<file path="src/rtl/counter_bcd_timer.sv">
// BCD stopwatch/timer (MM:SS:hundredths) with prescaler, preset load and
// optional lap-hold display freeze, enabled by macro COUNTER_LAP_HOLD_EN.
module counter_bcd_timer #(
  parameter int unsigned TICK_DIV = 1,
  parameter int unsigned MAX_MIN  = 59
) (
  input  logic       clk_core,
  input  logic       rst,
  input  logic       en,
  input  logic       dir,
  input  logic       load,
  input  logic [7:0] load_min,
  input  logic [7:0] load_sec,
  input  logic [7:0] load_ms10,
  input  logic       lap,
  output logic [7:0] min_o,
  output logic [7:0] sec_o,
  output logic [7:0] ms_10_o,
  output logic       done_o,
  output logic       wrap_o,
  output logic       load_err_o,
  output logic       lap_o
);

  localparam logic [15:0] PRESC_TC = 16'(TICK_DIV - 1);
  localparam logic [7:0]  MAX_BCD  = {4'(MAX_MIN / 10), 4'(MAX_MIN % 10)};

  logic [15:0] presc, upd_presc;
  logic [7:0]  cnt_min, cnt_sec, cnt_ms;
  logic [7:0]  upd_min, upd_sec, upd_ms;
  logic        upd_done, upd_wrap, upd_err;
  logic        tick, load_ok, cnt_zero;

  function automatic logic [7:0] bcd_inc(input logic [7:0] x);
    if (x[3:0] == 4'd9) return {x[7:4] + 4'd1, 4'd0};
    else                return {x[7:4], x[3:0] + 4'd1};
  endfunction

  function automatic logic [7:0] bcd_dec(input logic [7:0] x);
    if (x[3:0] == 4'd0) return {x[7:4] - 4'd1, 4'd9};
    else                return {x[7:4], x[3:0] - 4'd1};
  endfunction

  assign tick     = en && (presc == PRESC_TC);
  assign cnt_zero = (cnt_min == 8'h00) && (cnt_sec == 8'h00) && (cnt_ms == 8'h00);
  // With every digit valid BCD, a packed-BCD compare orders like the integer value.
  assign load_ok  = (load_min[7:4] <= 4'd9) && (load_min[3:0] <= 4'd9) &&
                    (load_sec[7:4] <= 4'd5) && (load_sec[3:0] <= 4'd9) &&
                    (load_ms10[7:4] <= 4'd9) && (load_ms10[3:0] <= 4'd9) &&
                    (load_min <= MAX_BCD);

  always_comb begin
    upd_min   = cnt_min;
    upd_sec   = cnt_sec;
    upd_ms    = cnt_ms;
    upd_presc = presc;
    upd_done  = 1'b0;
    upd_wrap  = 1'b0;
    upd_err   = 1'b0;
    if (load) begin
      if (load_ok) begin
        upd_min   = load_min;
        upd_sec   = load_sec;
        upd_ms    = load_ms10;
        upd_presc = 16'd0;
      end else begin
        upd_err = 1'b1;
      end
    end else if (en) begin
      upd_presc = tick ? 16'd0 : presc + 16'd1;
      if (tick && !dir) begin
        if (cnt_ms != 8'h99) upd_ms = bcd_inc(cnt_ms);
        else begin
          upd_ms = 8'h00;
          if (cnt_sec != 8'h59) upd_sec = bcd_inc(cnt_sec);
          else begin
            upd_sec = 8'h00;
            if (cnt_min != MAX_BCD) upd_min = bcd_inc(cnt_min);
            else begin
              upd_min  = 8'h00;
              upd_wrap = 1'b1;
            end
          end
        end
      end else if (tick && !cnt_zero) begin
        if (cnt_ms != 8'h00) upd_ms = bcd_dec(cnt_ms);
        else begin
          upd_ms = 8'h99;
          if (cnt_sec != 8'h00) upd_sec = bcd_dec(cnt_sec);
          else begin
            upd_sec = 8'h59;
            upd_min = bcd_dec(cnt_min);
          end
        end
        upd_done = (upd_min == 8'h00) && (upd_sec == 8'h00) && (upd_ms == 8'h00);
      end
    end
  end

  always_ff @(posedge clk_core) begin
    if (rst) begin
      presc      <= 16'd0;
      cnt_min    <= 8'h00;
      cnt_sec    <= 8'h00;
      cnt_ms     <= 8'h00;
      done_o     <= 1'b0;
      wrap_o     <= 1'b0;
      load_err_o <= 1'b0;
    end else begin
      presc      <= upd_presc;
      cnt_min    <= upd_min;
      cnt_sec    <= upd_sec;
      cnt_ms     <= upd_ms;
      done_o     <= upd_done;
      wrap_o     <= upd_wrap;
      load_err_o <= upd_err;
    end
  end

`ifdef COUNTER_LAP_HOLD_EN
  logic       hold_on;
  logic [7:0] hold_min, hold_sec, hold_ms;

  // The frozen value is the count as it stands after the entering edge.
  always_ff @(posedge clk_core) begin
    if (rst) begin
      hold_on  <= 1'b0;
      hold_min <= 8'h00;
      hold_sec <= 8'h00;
      hold_ms  <= 8'h00;
    end else if (lap) begin
      hold_on <= !hold_on;
      if (!hold_on) begin
        hold_min <= upd_min;
        hold_sec <= upd_sec;
        hold_ms  <= upd_ms;
      end
    end
  end

  assign min_o   = hold_on ? hold_min : cnt_min;
  assign sec_o   = hold_on ? hold_sec : cnt_sec;
  assign ms_10_o = hold_on ? hold_ms  : cnt_ms;
  assign lap_o   = hold_on;
`else
  logic unused_lap;
  assign unused_lap = lap;
  assign min_o      = cnt_min;
  assign sec_o      = cnt_sec;
  assign ms_10_o    = cnt_ms;
  assign lap_o      = 1'b0;
`endif

endmodule

</file>
<file path="config.mk">
export PLATFORM = sky130hd
export DESIGN_NAME = counter_bcd_timer
export DESIGN_NICKNAME = d
export VERILOG_FILES = /design/src/rtl/counter_bcd_timer.sv
export SDC_FILE = /design/constraint.sdc
export NUM_CORES = 1
export LEC_CHECK = 0
export ABC_AREA = 1
export CAP_MARGIN = 5
export CORE_MARGIN = 2
export CORE_UTILIZATION = 27
export CTS_CLUSTER_SIZE = 40
export DETAILED_ROUTE_END_ITERATION = 8
export PLACE_DENSITY = 0.42
export RECOVER_POWER = 50
export SLEW_MARGIN = 20
export SYNTH_ARGS = -nofsm -noshare
export SYNTH_HDL_FRONTEND = slang
export SYNTH_SLANG_ARGS = --single-unit
</file>
<file path="constraint.sdc">
create_clock -name clk_core -period 2.1 [get_ports clk_core]
set_input_delay 0.42 -clock clk_core [delete_from_list [all_inputs] [get_ports clk_core]]
set_output_delay 0.42 -clock clk_core [all_outputs]
set_load 0.005 [all_outputs]
</file>
### After elaboration in Yosys (flattened, before gate mapping)

Index checks and enable logic that the tools add are counted.

* bits of input ports: 30
* logic and storage cells: 135
* output and inout port bits: 28
* register bits: 43

* bitwise logic cells: 4
* reductions and logical operators: 39
* mux-type cells: 50
* eq/ne operators: 12
* magnitude comparators: 7
* $add $sub $neg: 13

Operators by type and width (count)
* $mux W8: 44
* $mux W16: 4
* $logic_not A8 Y1: 6
* $add A4 B1 Y4 const B: 6
* $sub A4 B1 Y4 const B: 6
* $le A4 B4 Y1 const B: 5
* $add A16 B1 Y16 const B: 1
* $logic_not A16 Y1: 1
* $ne A8 B7 Y1 const B: 2
* $reduce_bool A8 Y1: 2
* $logic_and A1 B1 Y1: 13
* $eq A4 B4 Y1 const B: 3
* $logic_not A4 Y1: 3
* $ne A4 B3 Y1 const B: 3
* $reduce_and A5 Y1: 2
* $le A8 B7 Y1 const B: 1
* $ne A8 B8 Y1 const B: 1
* $reduce_and A4 Y1: 2
* $ne A3 B3 Y1 const B: 2
* $reduce_and A6 Y1: 1
* $reduce_or A6 Y1: 1
* $reduce_or A5 Y1: 1
* $le A4 B3 Y1 const B: 1
* $not A1 Y1: 4
* other kinds (8): 10

### Logic depth before layout (Yosys ltp)

* word-level depth: 13
* depth in mapped cells: 15
* mapped depth without buffers: 15

### Worst setup path after synthesis

No wires, ideal clock.

* path type: flip-flop to flip-flop
* start: reg cnt_ms[0], in the netlist ms_10_o[0]
* end: reg cnt_sec[3], in the netlist sec_o[3]
* slack: 249 ps
* cell stages (with the launch flop): 13
* buffers on the path: 0
* arrival time: 1735 ps
* data required time: 1984 ps
* setup time: 116 ps
* period minus slack after synthesis: 1851 ps
* path through: dfxtp_1 -> inv_1 -> ha_1 -> nand2_2 -> nor2_8 -> nand3_1 -> nand2_1 -> nand2_1 -> nand2_2 -> nor2_2 -> inv_2 -> nor2_1 -> nor2_1

* cells in the longest elaborated chain, start to end: 10
* elaborated cells on any way between the ends: 18
* classes of those cells: eq/ne (2); mux (9); reduce/logical (7)

RTL lines
* start: declaration: line 29 `logic [7:0] cnt_min, cnt_sec, cnt_ms;`
* start signal: assignment: line 113 `cnt_ms <= upd_ms;`
* $reduce_bool A8 Y1: line 86 `if (cnt_ms != 8'h00) upd_ms = bcd_dec(cnt_ms);`
* $mux W8: line 86
* $mux W8: line 85 `end else if (tick && !cnt_zero) begin`
* $mux W8: line 71 `if (tick && !dir) begin`
* $mux W8: line 69 `end else if (en) begin`
* $mux W8: line 60 `if (load) begin`
* $mux W8: line 85
* $mux W8: line 71
* $mux W8: line 69
* $mux W8: line 60
* end signal: assignment: line 112 `cnt_sec <= upd_sec;`
* end: declaration: line 29

Parallel ways exist; a longest one is shown, timed or not. The select of a mux whose other input is x is not followed.
A chain may end at the register's enable or synchronous reset.

### Final worst setup path

* start: in load_min[5]
* end: reg presc[11]

* cells in the longest elaborated chain, start to end: 9
* elaborated cells on any way between the ends: 10
* classes of those cells: order compare (2); eq/ne (1); reduce/logical (7)

RTL lines
* start: declaration: line 12 `input logic [7:0] load_min,`
* $le A4 B4 Y1: line 47 `assign load_ok = (load_min[7:4] <= 4'd9) && (load_min[3:0] <= 4'd9) &&`
* $logic_and A1 B1 Y1 (2 in a row): line 47
* $logic_and A1 B1 Y1 (2 in a row): line 48 `(load_sec[7:4] <= 4'd5) && (load_sec[3:0] <= 4'd9) &&`
* $logic_and A1 B1 Y1: line 49 `(load_ms10[7:4] <= 4'd9) && (load_ms10[3:0] <= 4'd9) &&`
* $logic_and A1 B1 Y1 *: line 49
* $ne A2 B1 Y1 (no line) *
* $reduce_and A2 Y1 (no line) *
* end signal: assignment: line 110 `presc <= upd_presc;`
* end: declaration: line 28 `logic [15:0] presc, upd_presc;`

Mark *: on every way between the ends. The rest lies on a longest branch, timed or not.

==> impl_metrics.py <==
metrics = {
    "layout": {
        "area_growth_pct": 41.77,
        "fin_cells": 964,
        "multiInputGateArea_mm2": 0.002659,
        "diodes": 0,
        "regArea_um2": 862.1,
        "layout_commonest_cell": "nand2_1",
        "nNetsFinal": 833,
        "final_cell_mix": "nand2_1 (187), nor2_1 (101), buf_4 (74), inv_1 (65), nand3_1 (46)",
        "drive_gt1_share_pct": 16.33,
        "stdcell_area_mm2": 0.005334,
        "nFillCells": 1544,
    },
    "clocking": {
        "cts_buffer_depth": 2,
        "insertion_delay_ps": 300,
        "cts.hold.buffers_added": 0,
        "h-tree-depth": 2,
        "numCtsBuffers": 5,
        "cts_root_buffer": "clkbuf_16",
        "cts_tree": "built",
        "clkSinkCount": 43,
        "clk_pin_slew_ps": 70,
    },
    "synth": {
        "ys_seq_area_share_pct": 22.88,
        "syn_area_mm2": 0.003762,
        "synth-simple-area-share_pct": 46.66,
        "synth_nets": 701,
        "synthMuxAreaShare_pct": 0,
        "avgSynthCellArea_um2": 5.779,
        "syn_inst": 651,
        "ys_warn_count": 0,
        "yosys.area_share.xor_xnor_pct": 2.561,
        "ys_ff_latch": 43,
        "synth_compound_area_share_pct": 11.77,
        "synth_cell_types": 38,
        "synth_top_family_by_area": "simple AND/OR/NAND/NOR gates",
        "synth-adder-area-share_pct": 6.651,
    },
    "global_route": {
        "grt_pass1_wl_um": 21250,
        "grt_max_degree": 24,
        "grt_antenna_before_repair": 0,
        "grt_overflow": 0,
        "track_usage_pct": 18.14,
        "grt_pass1_vias": 4277,
    },
    "timing": {
        "rsz0062_at_grt": "yes",
        "finalSetupViolCount": 0,
        "slew_violations": 0,
        "finalCritPeriodShare_pct": 95.32,
        "finalWorstSetupSlack_ps": 98.18,
        "fin_skew_ps": 7.465,
        "max_clock_freq_mhz": 499.5,
        "hold_viol_final": 0,
        "worstMarginPinSlew_ps": 499.5,
        "slew-limit-headroom_pct": 66.45,
        "min_period_ps": 2002,
    },
    "drt": {
        "wirelength_um": 13300,
        "vias": 4512,
        "drtIter0Drc": 247,
        "wire_per_inst_um": 13.79,
        "postRouteAntennaNets": 0,
        "drt_pass1_iterations": 5,
        "vias_per_cell": 4.680,
        "drc_errors": 0,
    },
    "worst_setup_path": {
        "slowest_delay_ps": 520,
        "cp-start-kind": "input pin",
        "crit_type": "input pin to flip-flop",
        "path_max_fanout": 22,
        "crit_slowest_cell": "clkdlybuf4s50_1",
        "critPathRequiredTime_ps": 2290,
        "cp.arrival_ps": 2190,
        "endpoint_kind": "flip-flop",
        "path_cells": "clkdlybuf4s50_1 > a21oi_1 > and2_0 > nand2_1 > nand2_2 > nand2_1 > buf_4 > clkinvlp_4 > a21oi_1 > nor3_1",
    },
    "place": {
        "place_inst": 951,
        "place_worst_setup_slack_ps": -392.4,
        "hpwl_um": 10460,
        "portBuffers": 55,
        "place.gp.congestion": 0.8834,
        "place_area_mm2": 0.005066,
    },
    "floorplanning": {
        "die_h_um": 122.0,
        "io-pin-count": 58,
        "std_cell_rows": 43,
        "die_w_um": 122.0,
        "die_area_mm2": 0.01490,
        "core_mm2": 0.01372,
        "initial_utilization_pct": 27.42,
    },
    "power": {
        "leakage_nw": 2.518,
        "power_mw": 2.952,
        "ir_worst_vdd_uv": 265.7,
        "pwr_density_cell_mw_per_mm2": 553.5,
    },
    "flow_run": {
        "cap_viol_max_count": 0,
    },
    "hold_path": {
        "hp-class": "flip-flop to flip-flop",
    },
    "status": {
        "outcome": "finished, final reports clean",
    },
}
[registers in the layout, summed over array words and instances, names as in the netlist]
name	count
wrap_o	1
ms_10_o	8
sec_o	8
done_o	1
min_o	8
presc	16
load_err_o	1
[report_power, final]
part           internal, mW  switching (mW)  leakage, nW
registers             0.864          0.0425        0.352
clock network         0.446           0.383       0.0664
logic                 0.515           0.702         2.10
total                  1.82            1.13         2.52
[layer usage]
layer	track usage [%]	share of wire, %	up-vias
li1	-	-	2353
met1	25.19	49	2057
met2	28.70	45	90
met3	3.558	4.5	12
met4	4.670	1.2	0
met5	0	0	-
[through the flow]
| step | util, % | hold WS [ps] | TNS [ps] |
|---|---|---|---|
| floorplan | - | 461.2 | 0 |
| global placement | 36.93 | 477.5 | -10050 |
| detailed placement | 36.93 | 485.2 | -12040 |
| CTS | 38.07 | 490.5 | 0 |
| global route | 38.88 | 519.4 | -38.63 |
| finish | 38.88 | 489.1 | 0 |
[critical path, delay by kind of cell]
kind | cells | cell delay [ps]
AOI/OAI and AO/OA | 2 | 250
buffers and inverters | 3 | 990
and+or+nand+nor | 5 | 520
[synthesized netlist by cell type (all sizes together)]
cell type | count | area (µm²)
a22oi | 3 | 22.52
nor4 | 1 | 6.260
ha | 20 | 250.2
nor3 | 14 | 70.07
o22ai | 1 | 6.260
dfxtp | 43 | 860.8
xor2 | 9 | 78.83
conb | 1 | 3.750
nor3b | 2 | 15.01
nand2 | 197 | 757.0
and2 | 1 | 6.260
clkinv | 2 | 7.510
clkbuf | 8 | 30.03
nand3b | 3 | 22.52
nand3 | 50 | 267.8
o211a | 2 | 20.02
buf | 6 | 35.03
o31ai | 1 | 7.510
o211ai | 4 | 30.03
a21oi | 24 | 131.4
nand4 | 20 | 131.4
inv | 74 | 280.3
xnor2 | 2 | 17.52
nor2 | 116 | 466.7
or2 | 2 | 12.51
o21ai | 45 | 225.2
[final cells by class]
cell class,instances,area share (%)
Multi-Input combinational cell,519,49.85
Clock buffer,5,2.346
Tap cell,180,4.222
Clock inverter,3,0.4457
Inverter,76,5.466
Sequential cell,43,16.16
Timing Repair Buffer,138,21.51
[worst paths after layout]
path / from / endpoint / slack [ps] / cells after the start
worst max-delay path: load_min[5] / presc[11]$_SDFFE_PP0P_ / 100 / 10
worst min register to register: presc[3]$_SDFFE_PP0P_ / presc[4]$_SDFFE_PP0P_ / 490 / 2
worst min-delay path: presc[3]$_SDFFE_PP0P_ / presc[4]$_SDFFE_PP0P_ / 490 / 2
worst max register to register: ms_10_o[0]$_SDFFE_PP0P_ / done_o$_SDFF_PP0_ / 160 / 13
[kinds of logic after synthesis]
| kind of cell | Yosys count |
|---|---|
| AND/OR/NAND/NOR | 406 |
| XOR/XNOR | 11 |
| adder cells (fa/ha/maj) | 20 |
| flip-flops | 43 |
| buffers and inverters | 90 |
| AO/OA/AOI/OAI | 80 |
| other | 1 |
[timing repair]
| item | CTS | global route |
|---|---|---|
| resized for setup | 5 | 33 |
| setup buffers | 0 | 4 |
| endpoints found under the setup margin | 24 | 37 |
| pin swaps | 0 | 7 |
| cloned | 0 | 1 |
Note: power is estimated with default switching activity, not from simulation.
